[src/rtl/sme_pkg.sv]
// sme_pkg: shared types and constants for the string-matching engine host.
//   char_t        - one 8-bit character on the engine stream
//   CH_*          - characters with special meaning to the engine (passed through untouched)
//   host_state_e  - host transaction FSM states
package sme_pkg;

    typedef logic [7:0] char_t;

    localparam char_t CH_START = 8'h5E;  // '^' anchor at string start
    localparam char_t CH_END   = 8'h24;  // '$' anchor at string end
    localparam char_t CH_ANY   = 8'h2E;  // '.' wildcard
    localparam char_t CH_SPACE = 8'h20;  // word separator

    typedef enum logic [2:0] {
        ST_IDLE     = 3'd0,
        ST_SEND_STR = 3'd1,
        ST_SEND_PAT = 3'd2,
        ST_WAIT     = 3'd3,
        ST_DONE     = 3'd4
    } host_state_e;

endpackage

[src/rtl/sme_char_buf.sv]
// sme_char_buf: append-only character buffer with clear and indexed read.
// Ports:
//   clk, reset      - clock, asynchronous active-high reset (empties the buffer)
//   clr             - empty the buffer (takes priority over wr_en)
//   wr_en, wr_data  - append one character; dropped when full
//   rd_idx, rd_data - combinational read of one stored character
//   len, full       - current fill level and full flag
module sme_char_buf
    import sme_pkg::*;
#(
    parameter int DEPTH = 32
) (
    input  logic                       clk,
    input  logic                       reset,
    input  logic                       clr,
    input  logic                       wr_en,
    input  char_t                      wr_data,
    input  logic [$clog2(DEPTH)-1:0]   rd_idx,
    output char_t                      rd_data,
    output logic [$clog2(DEPTH):0]     len,
    output logic                       full
);

    localparam int AW = $clog2(DEPTH);
    localparam int LW = AW + 1;
    localparam logic [LW-1:0] DEPTH_L = LW'(DEPTH);

    char_t mem [DEPTH];

    assign full    = (len == DEPTH_L);
    assign rd_data = mem[rd_idx];

    always_ff @(posedge clk or posedge reset) begin
        if (reset) begin
            len <= '0;
        end else if (clr) begin
            len <= '0;
        end else if (wr_en && !full) begin
            // NOTE: sequential state uses non-blocking (<=) so every register samples
            // pre-edge values; blocking here would create order-dependent races.
            len <= len + LW'(1);
        end
    end

    // NOTE: storage is deliberately not reset; len alone defines which entries are
    // valid, and leaving the array reset-free lets it map onto plain RAM/flops.
    always_ff @(posedge clk) begin
        if (wr_en && !full && !clr) begin
            mem[len[AW-1:0]] <= wr_data;
        end
    end

endmodule

[src/rtl/sme_host.sv]
// sme_host: host-side driver for the string-matching engine.
// Loaders fill a string and a pattern buffer; on start the block streams the string
// (isstring) then the pattern (ispattern) to the engine, waits for valid, and
// presents match/match_index on res_* with a one-cycle done strobe.
// Ports:
//   clk, reset                  - clock, asynchronous active-high reset
//   wr_en, wr_sel, wr_data, clr - buffer loading (ignored while busy)
//   start, busy, done           - transaction control/status
//   res_match, res_index        - captured engine result
//   ovf                         - sticky: a write hit a full buffer (cleared by clr)
//   err                         - watchdog timeout (sticky until next accepted start)
//   chardata, isstring, ispattern - registered stream to the engine
//   valid, match, match_index   - result from the engine
// Configuration: define SME_HOST_TIMEOUT_EN to enable the WAIT watchdog
// (TIMEOUT_CYC cycles); otherwise WAIT is held until valid and err is tied 0.
module sme_host
    import sme_pkg::*;
#(
    parameter int STR_MAX     = 32,
    parameter int PAT_MAX     = 8,
    parameter int TIMEOUT_CYC = 512
) (
    input  logic       clk,
    input  logic       reset,
    input  logic       wr_en,
    input  logic       wr_sel,
    input  logic [7:0] wr_data,
    input  logic       clr,
    input  logic       start,
    output logic       busy,
    output logic       done,
    output logic       res_match,
    output logic [4:0] res_index,
    output logic       ovf,
    output logic       err,
    output logic [7:0] chardata,
    output logic       isstring,
    output logic       ispattern,
    input  logic       valid,
    input  logic       match,
    input  logic [4:0] match_index
);

    localparam int SAW = $clog2(STR_MAX);
    localparam int PAW = $clog2(PAT_MAX);
    localparam int SLW = SAW + 1;
    localparam int PLW = PAW + 1;

    host_state_e    state, state_nxt;
    logic [SLW-1:0] str_idx, str_idx_nxt, str_len;
    logic [PLW-1:0] pat_idx, pat_idx_nxt, pat_len;
    char_t          str_rd, pat_rd, ch_nxt;
    logic           isstr_nxt, ispat_nxt;
    logic           str_full, pat_full;
    logic           start_ok, to_str, capture, timeout;
    logic           str_dirty;

    // Loader side is frozen while a transaction is in flight.
    logic clr_acc, wr_acc, str_wr, pat_wr;
    assign clr_acc = clr && !busy;
    assign wr_acc  = wr_en && !busy && !clr;
    assign str_wr  = wr_acc && !wr_sel;
    assign pat_wr  = wr_acc && wr_sel;

    assign busy = (state == ST_SEND_STR) || (state == ST_SEND_PAT) || (state == ST_WAIT);
    assign done = (state == ST_DONE);

    sme_char_buf #(.DEPTH(STR_MAX)) u_str_buf (
        .clk     (clk),
        .reset   (reset),
        .clr     (clr_acc),
        .wr_en   (str_wr),
        .wr_data (wr_data),
        .rd_idx  (str_idx[SAW-1:0]),
        .rd_data (str_rd),
        .len     (str_len),
        .full    (str_full)
    );

    sme_char_buf #(.DEPTH(PAT_MAX)) u_pat_buf (
        .clk     (clk),
        .reset   (reset),
        .clr     (clr_acc),
        .wr_en   (pat_wr),
        .wr_data (wr_data),
        .rd_idx  (pat_idx[PAW-1:0]),
        .rd_data (pat_rd),
        .len     (pat_len),
        .full    (pat_full)
    );

    // The comb block computes the values the stream registers will show next
    // cycle, so the character for index k is fetched while index k-1 is on the bus.
    always_comb begin
        // NOTE: every output of this block gets a default first, so no path can
        // leave one unassigned and infer a latch.
        state_nxt   = state;
        str_idx_nxt = str_idx;
        pat_idx_nxt = pat_idx;
        ch_nxt      = '0;
        isstr_nxt   = 1'b0;
        ispat_nxt   = 1'b0;
        start_ok    = 1'b0;
        to_str      = 1'b0;
        capture     = 1'b0;
        unique case (state)
            ST_IDLE: begin
                if (start && (pat_len != '0)) begin
                    start_ok = 1'b1;
                    if (str_dirty && (str_len != '0)) begin
                        to_str      = 1'b1;
                        state_nxt   = ST_SEND_STR;
                        ch_nxt      = str_rd;
                        isstr_nxt   = 1'b1;
                        str_idx_nxt = SLW'(1);
                    end else begin
                        // Engine still holds the last string; send the pattern only.
                        state_nxt   = ST_SEND_PAT;
                        ch_nxt      = pat_rd;
                        ispat_nxt   = 1'b1;
                        pat_idx_nxt = PLW'(1);
                    end
                end
            end
            ST_SEND_STR: begin
                if (str_idx == str_len) begin
                    state_nxt   = ST_SEND_PAT;
                    str_idx_nxt = '0;
                    ch_nxt      = pat_rd;
                    ispat_nxt   = 1'b1;
                    pat_idx_nxt = PLW'(1);
                end else begin
                    ch_nxt      = str_rd;
                    isstr_nxt   = 1'b1;
                    str_idx_nxt = str_idx + SLW'(1);
                end
            end
            ST_SEND_PAT: begin
                if (pat_idx == pat_len) begin
                    state_nxt   = ST_WAIT;
                    pat_idx_nxt = '0;
                end else begin
                    ch_nxt      = pat_rd;
                    ispat_nxt   = 1'b1;
                    pat_idx_nxt = pat_idx + PLW'(1);
                end
            end
            ST_WAIT: begin
                if (valid) begin
                    capture   = 1'b1;
                    state_nxt = ST_DONE;
                end else if (timeout) begin
                    state_nxt = ST_DONE;
                end
            end
            ST_DONE:  state_nxt = ST_IDLE;
            default:  state_nxt = ST_IDLE;
        endcase
    end

    always_ff @(posedge clk or posedge reset) begin
        if (reset) begin
            state     <= ST_IDLE;
            str_idx   <= '0;
            pat_idx   <= '0;
            chardata  <= '0;
            isstring  <= 1'b0;
            ispattern <= 1'b0;
        end else begin
            state     <= state_nxt;
            str_idx   <= str_idx_nxt;
            pat_idx   <= pat_idx_nxt;
            chardata  <= ch_nxt;
            isstring  <= isstr_nxt;
            ispattern <= ispat_nxt;
        end
    end

    always_ff @(posedge clk or posedge reset) begin
        if (reset) begin
            ovf <= 1'b0;
        end else if (clr_acc) begin
            ovf <= 1'b0;
        end else if ((str_wr && str_full) || (pat_wr && pat_full)) begin
            ovf <= 1'b1;
        end
    end

    // str_dirty: the engine's copy of the string may be stale and must be resent.
    always_ff @(posedge clk or posedge reset) begin
        if (reset) begin
            str_dirty <= 1'b1;
        end else if (clr_acc || str_wr || timeout) begin
            str_dirty <= 1'b1;
        end else if (to_str) begin
            str_dirty <= 1'b0;
        end
    end

    always_ff @(posedge clk or posedge reset) begin
        if (reset) begin
            res_match <= 1'b0;
            res_index <= '0;
        end else if (capture) begin
            res_match <= match;
            res_index <= match_index;
        end else if (timeout) begin
            res_match <= 1'b0;
            res_index <= '0;
        end
    end

`ifdef SME_HOST_TIMEOUT_EN
    localparam int WD_W = $clog2(TIMEOUT_CYC + 1);
    logic [WD_W-1:0] wd_cnt;

    // Fires on the last of TIMEOUT_CYC WAIT cycles; a same-cycle valid wins.
    assign timeout = (state == ST_WAIT) && !valid && (wd_cnt == WD_W'(TIMEOUT_CYC - 1));

    always_ff @(posedge clk or posedge reset) begin
        if (reset) begin
            wd_cnt <= '0;
        end else if (state != ST_WAIT) begin
            wd_cnt <= '0;
        end else begin
            wd_cnt <= wd_cnt + WD_W'(1);
        end
    end

    always_ff @(posedge clk or posedge reset) begin
        if (reset) begin
            err <= 1'b0;
        end else if (start_ok) begin
            err <= 1'b0;
        end else if (timeout) begin
            err <= 1'b1;
        end
    end
`else
    assign timeout = 1'b0;
    assign err     = 1'b0;

    // No watchdog in this build; TIMEOUT_CYC keeps the parameter list identical
    // to timeout-enabled builds.
    if (TIMEOUT_CYC < 0) begin : g_timeout_unused
    end
`endif

endmodule

[config.mk]
export PLATFORM = sky130hd
export DESIGN_NAME = sme_host
export DESIGN_NICKNAME = d
export VERILOG_FILES = /design/src/rtl/sme_pkg.sv /design/src/rtl/sme_char_buf.sv /design/src/rtl/sme_host.sv
export SDC_FILE = /design/constraint.sdc
export NUM_CORES = 1
export LEC_CHECK = 0
export CORE_ASPECT_RATIO = 1.2
export CORE_UTILIZATION = 50
export DETAILED_ROUTE_END_ITERATION = 7
export PLACE_DENSITY = 0.72
export SETUP_SLACK_MARGIN = 0.5
export SLEW_MARGIN = 20
export SYNTH_ARGS = -nofsm -noshare
export SYNTH_HDL_FRONTEND = slang
export SYNTH_SLANG_ARGS = --single-unit
[constraint.sdc]
create_clock -name clk -period 4.87 [get_ports clk]
set_clock_uncertainty 0.2 [all_clocks]
set_input_delay 0.487 -clock clk [delete_from_list [all_inputs] [get_ports clk]]
set_output_delay 0.487 -clock clk [all_outputs]
set_load 0.02 [all_outputs]
* After elaboration in Yosys (flattened, before gate mapping)
Memory sizes are Yosys's and may differ from the RTL's.
Index checks and enable logic that the tools add are counted.
** Operators by class
- $add $sub $neg :: 4
- Eq/ne operators :: 14
- Multiplexer cells :: 44
- Reductions and logical operators :: 35
** Operators by type and width (count)
- two-way mux 8 bit :: 4
- two-way mux 6 bit :: 5
- two-way mux 4 bit :: 6
- one-hot mux 8 bit (3 select lines) :: 1
- two-way mux 1 bit :: 18
- logical AND 1 bit :: 13
- adder 6 x 1 -> 6 bit, second input constant :: 2
- two-way mux 3 bit :: 4
- one-hot mux 3 bit (4 select lines) :: 1
- one-hot mux 4 bit (3 select lines) :: 1
- one-hot mux 6 bit (2 select lines) :: 1
- nonzero test 2 bit :: 5
- adder 4 x 1 -> 4 bit, second input constant :: 2
- inequality test 2 bit, second input constant :: 4
- AND reduction 4 bit :: 2
- equality test 3 x 2 -> 1 bit, second input constant :: 2
- equality test 6 bit :: 1
- equality test 6 bit, second input constant :: 1
- zero test 1 bit :: 6
- nonzero test 6 bit :: 1
- equality test 4 bit :: 1
- equality test 4 bit, second input constant :: 1
- logical OR 1 bit :: 4
- inequality test 2 x 1 -> 1 bit, second input constant :: 2
- other kinds (9) :: 9
** Word-level totals
- Flip-flop bits (word level) :: 41
- Bits in writable memories :: 320
- Output and inout port bits :: 20
- Memories kept :: 2
** Memories
- u_str_buf.mem :: depth 32, width 8, read ports 1, clocked after memory_dff 0, wr ports 1, RTL line sme_char_buf.sv:28 : char_t mem [DEPTH];
- u_pat_buf.mem :: depth 8, width 8, read ports 1, clocked after memory_dff 0, wr ports 1, RTL line sme_char_buf.sv:28

* Depth between registers and ports, before layout
Gate-level depths: netlist of run 1.
- Depth in word-level cells :: 11
- Gate-level depth with buffers :: 8

* Cells and area by module
From an unflattened synthesis of run 1, not the netlist that was laid out.
** Second synthesis, totals
- Cell total of the unflattened synthesis :: 728
- Area total of the unflattened synthesis :: 14619.0 um^2
** By module, submodules not included
- sme_char_buf at u_str_buf :: instances 1, cells each 447, area each 10238.6 um^2
- sme_char_buf at u_pat_buf :: instances 1, cells each 132, area each 2771.4 um^2
- sme_host :: instances 1, cells each 149, area each 1609.0 um^2

* Worst setup path before layout of run 1
Ideal clock, no wire load.
- Kind :: register to register
- From :: reg u_pat_buf.len[1]
- To :: mem u_pat_buf.mem[0][0] in the netlist's numbering, enable pin
- Library setup time :: 383 ps
- Arrival :: 2251 ps
- Slack :: 2036 ps
- Stages on the path, launching flop included :: 8
- Buffers on the path :: 1
- Clock period less this slack :: 2834 ps
- Cells stage by stage :: dfrtp_1 > clkbuf_1 > inv_1 > ha_1 > and3b_1 > nor4b_2 > nand2_1 > nor3_1
** On the way
- Longest elaborated chain between the ends :: 6
** RTL lines
- start, declared :: RTL line sme_char_buf.sv:20 : output logic [$clog2(DEPTH):0] len,
- start signal, assigned :: RTL line sme_char_buf.sv:41 : len <= len + LW'(1);
- equality test 4 bit :: RTL line sme_char_buf.sv:30 : assign full = (len == DEPTH_L);
- zero test 1 bit :: RTL line sme_char_buf.sv:48 : if (wr_en && !full && !clr) begin
- logical AND 1 bit (2 in a row) :: RTL line sme_char_buf.sv:48
- two-way mux 1 bit :: RTL line sme_char_buf.sv:48
- two-way mux 1 bit (not written as such) :: RTL line sme_char_buf.sv:49 : mem[len[AW-1:0]] <= wr_data;
- end, declared :: RTL line sme_char_buf.sv:28
Several ways; a longest one is shown, not always the timed one.

* Worst setup path after layout of run 1
- From :: reg u_str_buf.len[0]
- To :: mem u_str_buf.mem[16][1] in the netlist's numbering, enable pin
** On the way
- Longest elaborated chain between the ends :: 6
** RTL lines (RTL line)
- start, declared :: sme_char_buf.sv:20
- start signal, assigned :: sme_char_buf.sv:41
- equality test 6 bit :: sme_char_buf.sv:30
- zero test 1 bit :: sme_char_buf.sv:48
- logical AND 1 bit (2 in a row) :: sme_char_buf.sv:48
- two-way mux 1 bit :: sme_char_buf.sv:48
- two-way mux 1 bit (not written as such) :: sme_char_buf.sv:49
- end, declared :: sme_char_buf.sv:28
Several ways; a longest one is shown, not always the timed one.

==> impl_metrics.ini, run 1 <==
[timing]
tns_ns = 0
final.period_utilization_pct = 70.5
fmax_ghz = 0.291
hold_viol = 0
finalCriticalPeriod_ns = 3.43
rsz0062_at_grt = false
worst_pin_slew_ns = 1.06
slew_headroom_pct = 28.8
setup_viol = 0
finalMaxSlewViolations = 0

[floorplanning]
io-pin-count = 41
start_util_pct = 50.8
die_h_microns = 189
die_w_microns = 158
rows = 68
die-area_sq_mm = 0.0299
core-area_sq_mm = 0.0288

[power]
p_per_area_mw_per_mm2 = 499
power_w = 0.00818
p_leak_nw = 5.44
ir_drop_uv = 237

[setup_path]
path_cells = inv_1 > ha_1 > and2_1 > a2111oi_1 > buf_4 > nand2_1 > nor2_1
worst_ep_arrival_time_ns = 3.36
cp_max_fo = 11
critical-path-max-stage-delay_ns = 0.72
critPathLaunchType = flop
cp-end-kind = flop
critPathBufInv = 2
cpMaxStageDelayCell = nor2_1
critPathRequiredTime_ns = 4.80
ff2ff_setup_slack_ns = 1.44
cp_top_family = simple AND/OR/NAND/NOR gates
crit_type = flop to flop

[finish]
final_cell_area_sq_mm = 0.0164
layout.nets = 831
finalCoreUtilization_pct = 57.0
area_growth_pct = 12.3
n_fill_cell = 2131
drive_gt1_share_pct = 17.5
n_antenna_cell = 0
final_cells = 1210

[cts]
clockRootBuffer = clkbuf_16
cts_hold_buf = 0
cts.reportedPaths.clkPinSlew_ns = 0.06
post_cts_resized = 0
cts_made_buffers = 35
h-tree-depth = 2
cts_tree = built
clock-sinks = 361
insertion_delay_ns = 0.50
clk_path_buf_depth = 3
cts_setup_buffers = 0

[synth]
yosysTopAreaCellShare_pct = 65.8
synthFlopType = edfxtp_1
yosys_warnings = 0
synth_nets = 778
syn_area_sq_mm = 0.0146
ys_types = 60
yosys-top-cells-count = edfxtp_1, mux4_2, nor2_1
syn_avg_cell_area_sq_um = 19.5
synth_most_common_cell = edfxtp_1
async_flop_share_pct = 11.4
synth_area_leader_cell = edfxtp_1
synthTopCellsByArea = edfxtp_1, mux4_2, dfrtp_1
ys_ff_latch = 361
synth_seq_area_share_pct = 72.8
syn_inst = 749
synth_edf_count = 320

[drt]
drt_wl_total_mm = 29.4
firstDrtPassIters = 5
drt_iter0_drc = 803
drt-wirelength-per-cell_microns = 24.3
drc = 0
routed-via-count = 7224
ant_nets = 0
viasPerCell = 5.97

[grt]
grt_usage_pct = 20.6
grt_max_degree = 56
grt_pass1_vias = 7319
grt_pass1_wl_mm = 45.1
grt_overflow_total = 0
antenna_found_initial = 0

[min_path]
hp-class = primary input to asynchronous set/reset pin

[placed_design]
place.detailed.hpwl_mm = 18.7
gp_congestion = 0.899
dp_cells = 1150
io_buffers = 39
place_area_sq_mm = 0.0154

[outcome]
status = completed

[run]
drv_cap = 0
[worst paths after layout]
path | from | to | cells after the start
setup / recovery | u_str_buf.len[0]$_DFFE_PP0P_ | u_str_buf.mem[16][1]$_DFFE_PP_ | 7
min in group clk | res_match$_DFFE_PP0P_ | res_match$_DFFE_PP0P_ | 2
hold reg to reg | res_match$_DFFE_PP0P_ | res_match$_DFFE_PP0P_ | 2
max in group asynchronous | reset | str_idx[1]$_DFFE_PP0P_ | 3
setup reg to reg | u_str_buf.len[0]$_DFFE_PP0P_ | u_str_buf.mem[16][1]$_DFFE_PP_ | 7
hold / removal | reset | pat_idx[2]$_DFFE_PP0P_ | 3
[registers in the layout, summed over array words and instances (netlist names)]
register,flops
u_str_buf.mem,256
u_pat_buf.mem,64
chardata,8
str_idx,6
u_str_buf.len,6
res_index,5
pat_idx,4
u_pat_buf.len,4
state,3
ispattern,1
isstring,1
ovf,1
res_match,1
str_dirty,1
[through the flow]
step / worst slack (ns) / hold WS, ns
final: 1.44 / 0.240
after global routing: 1.32 / 0.295
after CTS: 1.51 / 0.237
after detailed placement: 1.41 / 0.265
after global placement: 1.46 / 0.256
after floorplan: 2.04 / 0.307
[cells by family after synthesis]
group           Yosys count  synth area share (%)
flops                   361                  72.8
simple gates            140                  4.34
mux                     115                  16.3
compound gates           54                  2.73
buf+inv                  53                  2.01
xor+xnor                 17                  1.02
fa+ha+maj                 8                 0.685
other cells               1                0.0257
[layout by cell type, fill, tap and decap left out, drive strengths merged, types with 5 or more instances in the layout]
cell	count
buf	15
nor3	7
inv	15
nand2	43
clkdlybuf4s50	39
ha	8
a21oi	9
mux4	92
o21ai	7
o22ai	8
nand3	7
edfxtp	320
dfrtp	40
xnor2	6
clkinv	16
mux2i	21
nor2	56
xor2	11
clkbuf	41
and2	5
nor2b	6
[area by class of cell]
cell class	count	area, sq um	share of cell area (%)
sequential	361	10600	64.9
clock inverter	19	138	0.839
timing repair buffer	54	503	3.07
clock buffer	41	898	5.48
multi-input combinational	335	3680	22.4
tap	385	482	2.94
inverter	15	56.3	0.343
[worst register-to-register path, delay by kind of cell (launching register included)]
kind	cells	cell delay (ns)
DFF	1	0.45
adders and majority gates	1	0.27
AOI/OAI and AO/OA	1	0.52
buffers and inverters	2	0.38
and+or+nand+nor	3	1.25
[where the power goes]
group	switching [W]	internal, W
logic	0.000898	0.000969
registers	0.000334	0.00350
clock network	0.00106	0.00142
[routing by layer]
metal,global-route usage [%],part of all wire (%)
met2,33.9,51
met1,27.8,39
met3,3.36,6.4
met5,0,0
met4,7.47,3.5
Note: power is estimated with default switching activity, not from simulation.
==> run 2, diff against run 1 <==
- clock period: 4.87 -> 3.5 ns (I/O delays scaled with it)
==> impl_metrics.ini, run 2 (synthesized netlist as in run 1, its figures left out) <==
[finish]
n_antenna_cell = 0
final_cell_area_sq_mm = 0.0169
layout.nets = 871
final_cell_mix = edfxtp_1, mux4_2, buf_4
n_fill_cell = 2093
area_growth_pct = 15.5
final_cells = 1254
drive_gt1_share_pct = 23.2
largest_register_ffs = 256
final_common_cell = edfxtp_1

[drt]
ant_nets = 0
routed.top_layer = met4
drt_iter0_drc = 714
firstDrtPassIters = 7
wl_met3_mm = 1.23
met2_length_mm = 14.9
drt_wl_total_mm = 28.9
viasPerCell = 5.80
route.layer.met1.wl_mm = 12.0
drc = 0
drt-wirelength-per-cell_microns = 23.1
routed-via-count = 7278

[power]
ir_drop_uv = 415
combPwrFrac_pct = 23.6
p_per_area_mw_per_mm2 = 698
power_w = 0.0118
p_leak_nw = 5.73
power.share.clock_pct = 32.3
switching_power_w = 0.00334
switching_share_pct = 28.4
power_frac_seq_pct = 44.1
p_int_w = 0.00843

[cts]
clk_path_buf_depth = 3
cts_tree = built
cts_hold_buf = 0
cts.reportedPaths.clkPinSlew_ns = 0.06
insertion_delay_ns = 0.51
h-tree-depth = 2
clock-sinks = 361
clockRootBuffer = clkbuf_16
cts_made_buffers = 35

[timing]
fin_hold_ws_ns = 0.0303
finalMaxSlewViolations = 0
tns_ns = 0
setup_viol = 0
finalCriticalPeriod_ns = 2.96
final.period_utilization_pct = 84.5
worst_pin_slew_ns = 0.864
slew_headroom_pct = 42.4
rsz0062_at_grt = true
fmax_ghz = 0.338
hold_viol = 0

[floorplanning]
die-area_sq_mm = 0.0299
die_h_microns = 189
core-area_sq_mm = 0.0288
start_util_pct = 50.8
rows = 68
die_w_microns = 158
io-pin-count = 41

[setup_path]
cp_max_fo = 8
cp-startpoint = u_pat_buf.len[1]$_DFFE_PP0P_
worst_ep_arrival_time_ns = 2.91
critPathLaunchType = flop
critical-path-max-stage-delay_ns = 0.55
r2r_cells = 6
cp_top_family = simple AND/OR/NAND/NOR gates
path_cells = inv_1 > ha_1 > and3b_1 > nor4b_2 > nand2_1 > nor2_1
cp-end-kind = flop
crit_type = flop to flop
critPathRequiredTime_ns = 3.45
reg2reg_from = u_pat_buf.len[1]$_DFFE_PP0P_
cpMaxStageDelayCell = nor4b_2
path_depth = 6
critPathBufInv = 1

[grt]
grt_overflow_total = 0
grt_pass1_vias = 7294
grt_usage_pct = 20.3
grt_max_degree = 41
grt_pass1_wl_mm = 44.7
antenna_found_initial = 0

[placed_design]
place.detailed.hpwl_mm = 18.8
gp_congestion = 0.881
place_area_sq_mm = 0.0157
dp_cells = 1190
io_buffers = 39

[min_path]
hp-class = primary input to asynchronous set/reset pin

[outcome]
status = completed

[run]
drv_cap = 0
[run 2: cell count changes in the layout (fill, tap and decap cells not counted), moves of 3 or more]
cell | before | now
nor2_1 | 56 | 53
nor2_2 | 0 | 3
clkbuf_1 | 6 | 3
clkinv_4 | 0 | 5
clkinv_1 | 12 | 3
buf_4 | 15 | 54
[run 2: through the flow]
stage,utilization [%],setup WS [ns]
final,58.6,0.542
after CTS,58.6,0.524
after detailed placement,54.5,0.457
after global routing,58.6,0.363
after global placement,54.5,0.635
after floorplan,-,0.666
[run 2: worst register-to-register path: cells and delay by family (launching register included)]
kind / cells / cell delay, ns
AND/OR/NAND/NOR: 4 / 1.56
buffers and inverters: 1 / 0.14
adder cells (fa/ha/maj): 1 / 0.21
flip-flops: 1 / 0.50
[run 2: final cells by class]
cell class	instances	area (sq um)	share of cell area, %
clock inverters	24	262	1.55
multi-input cells	335	3680	21.8
clock buffers	40	926	5.49
inverters	15	56.3	0.334
repair buffers	94	816	4.84
well taps	385	482	2.86
flip-flops and latches	361	10600	63.1
[run 2: routing by layer]
layer  up-vias  GRT usage, %
li1       3210             -
met5         -             0
met4         0          6.21
met3        43          2.66
met2       209          34.0
met1      3816          27.6
[run 2: final timing paths]
kind,slack [ns],to
setup / recovery,0.54,u_pat_buf.mem[4][2]$_DFFE_PP_
hold / removal,0.03,pat_idx[0]$_DFFE_PP0P_
setup reg to reg,0.54,u_pat_buf.mem[4][2]$_DFFE_PP_
hold reg to reg,0.28,res_index[0]$_DFFE_PP0P_
max in group asynchronous,2.42,str_idx[0]$_DFFE_PP0P_
min in group clk,0.18,res_index[2]$_DFFE_PP0P_
[run 2: repair_timing]
item                       4_1_cts  5_1_grt
buffers inserted                 0        0
setup endpoints to repair        0       37
resized for setup                0        3
[run 2: power groups by stage]
| stage | registers [W] | logic, W | clock network [W] |
|---|---|---|---|
| after floorplan | 0.00512 | 0.00211 | 0 |
| final | 0.00519 | 0.00278 | 0.00381 |
| after CTS | 0.00520 | 0.00279 | 0.00387 |
| after global placement | 0.00527 | 0.00270 | 0 |
| after global routing | 0.00523 | 0.00298 | 0.00403 |
| after detailed placement | 0.00529 | 0.00277 | 0 |
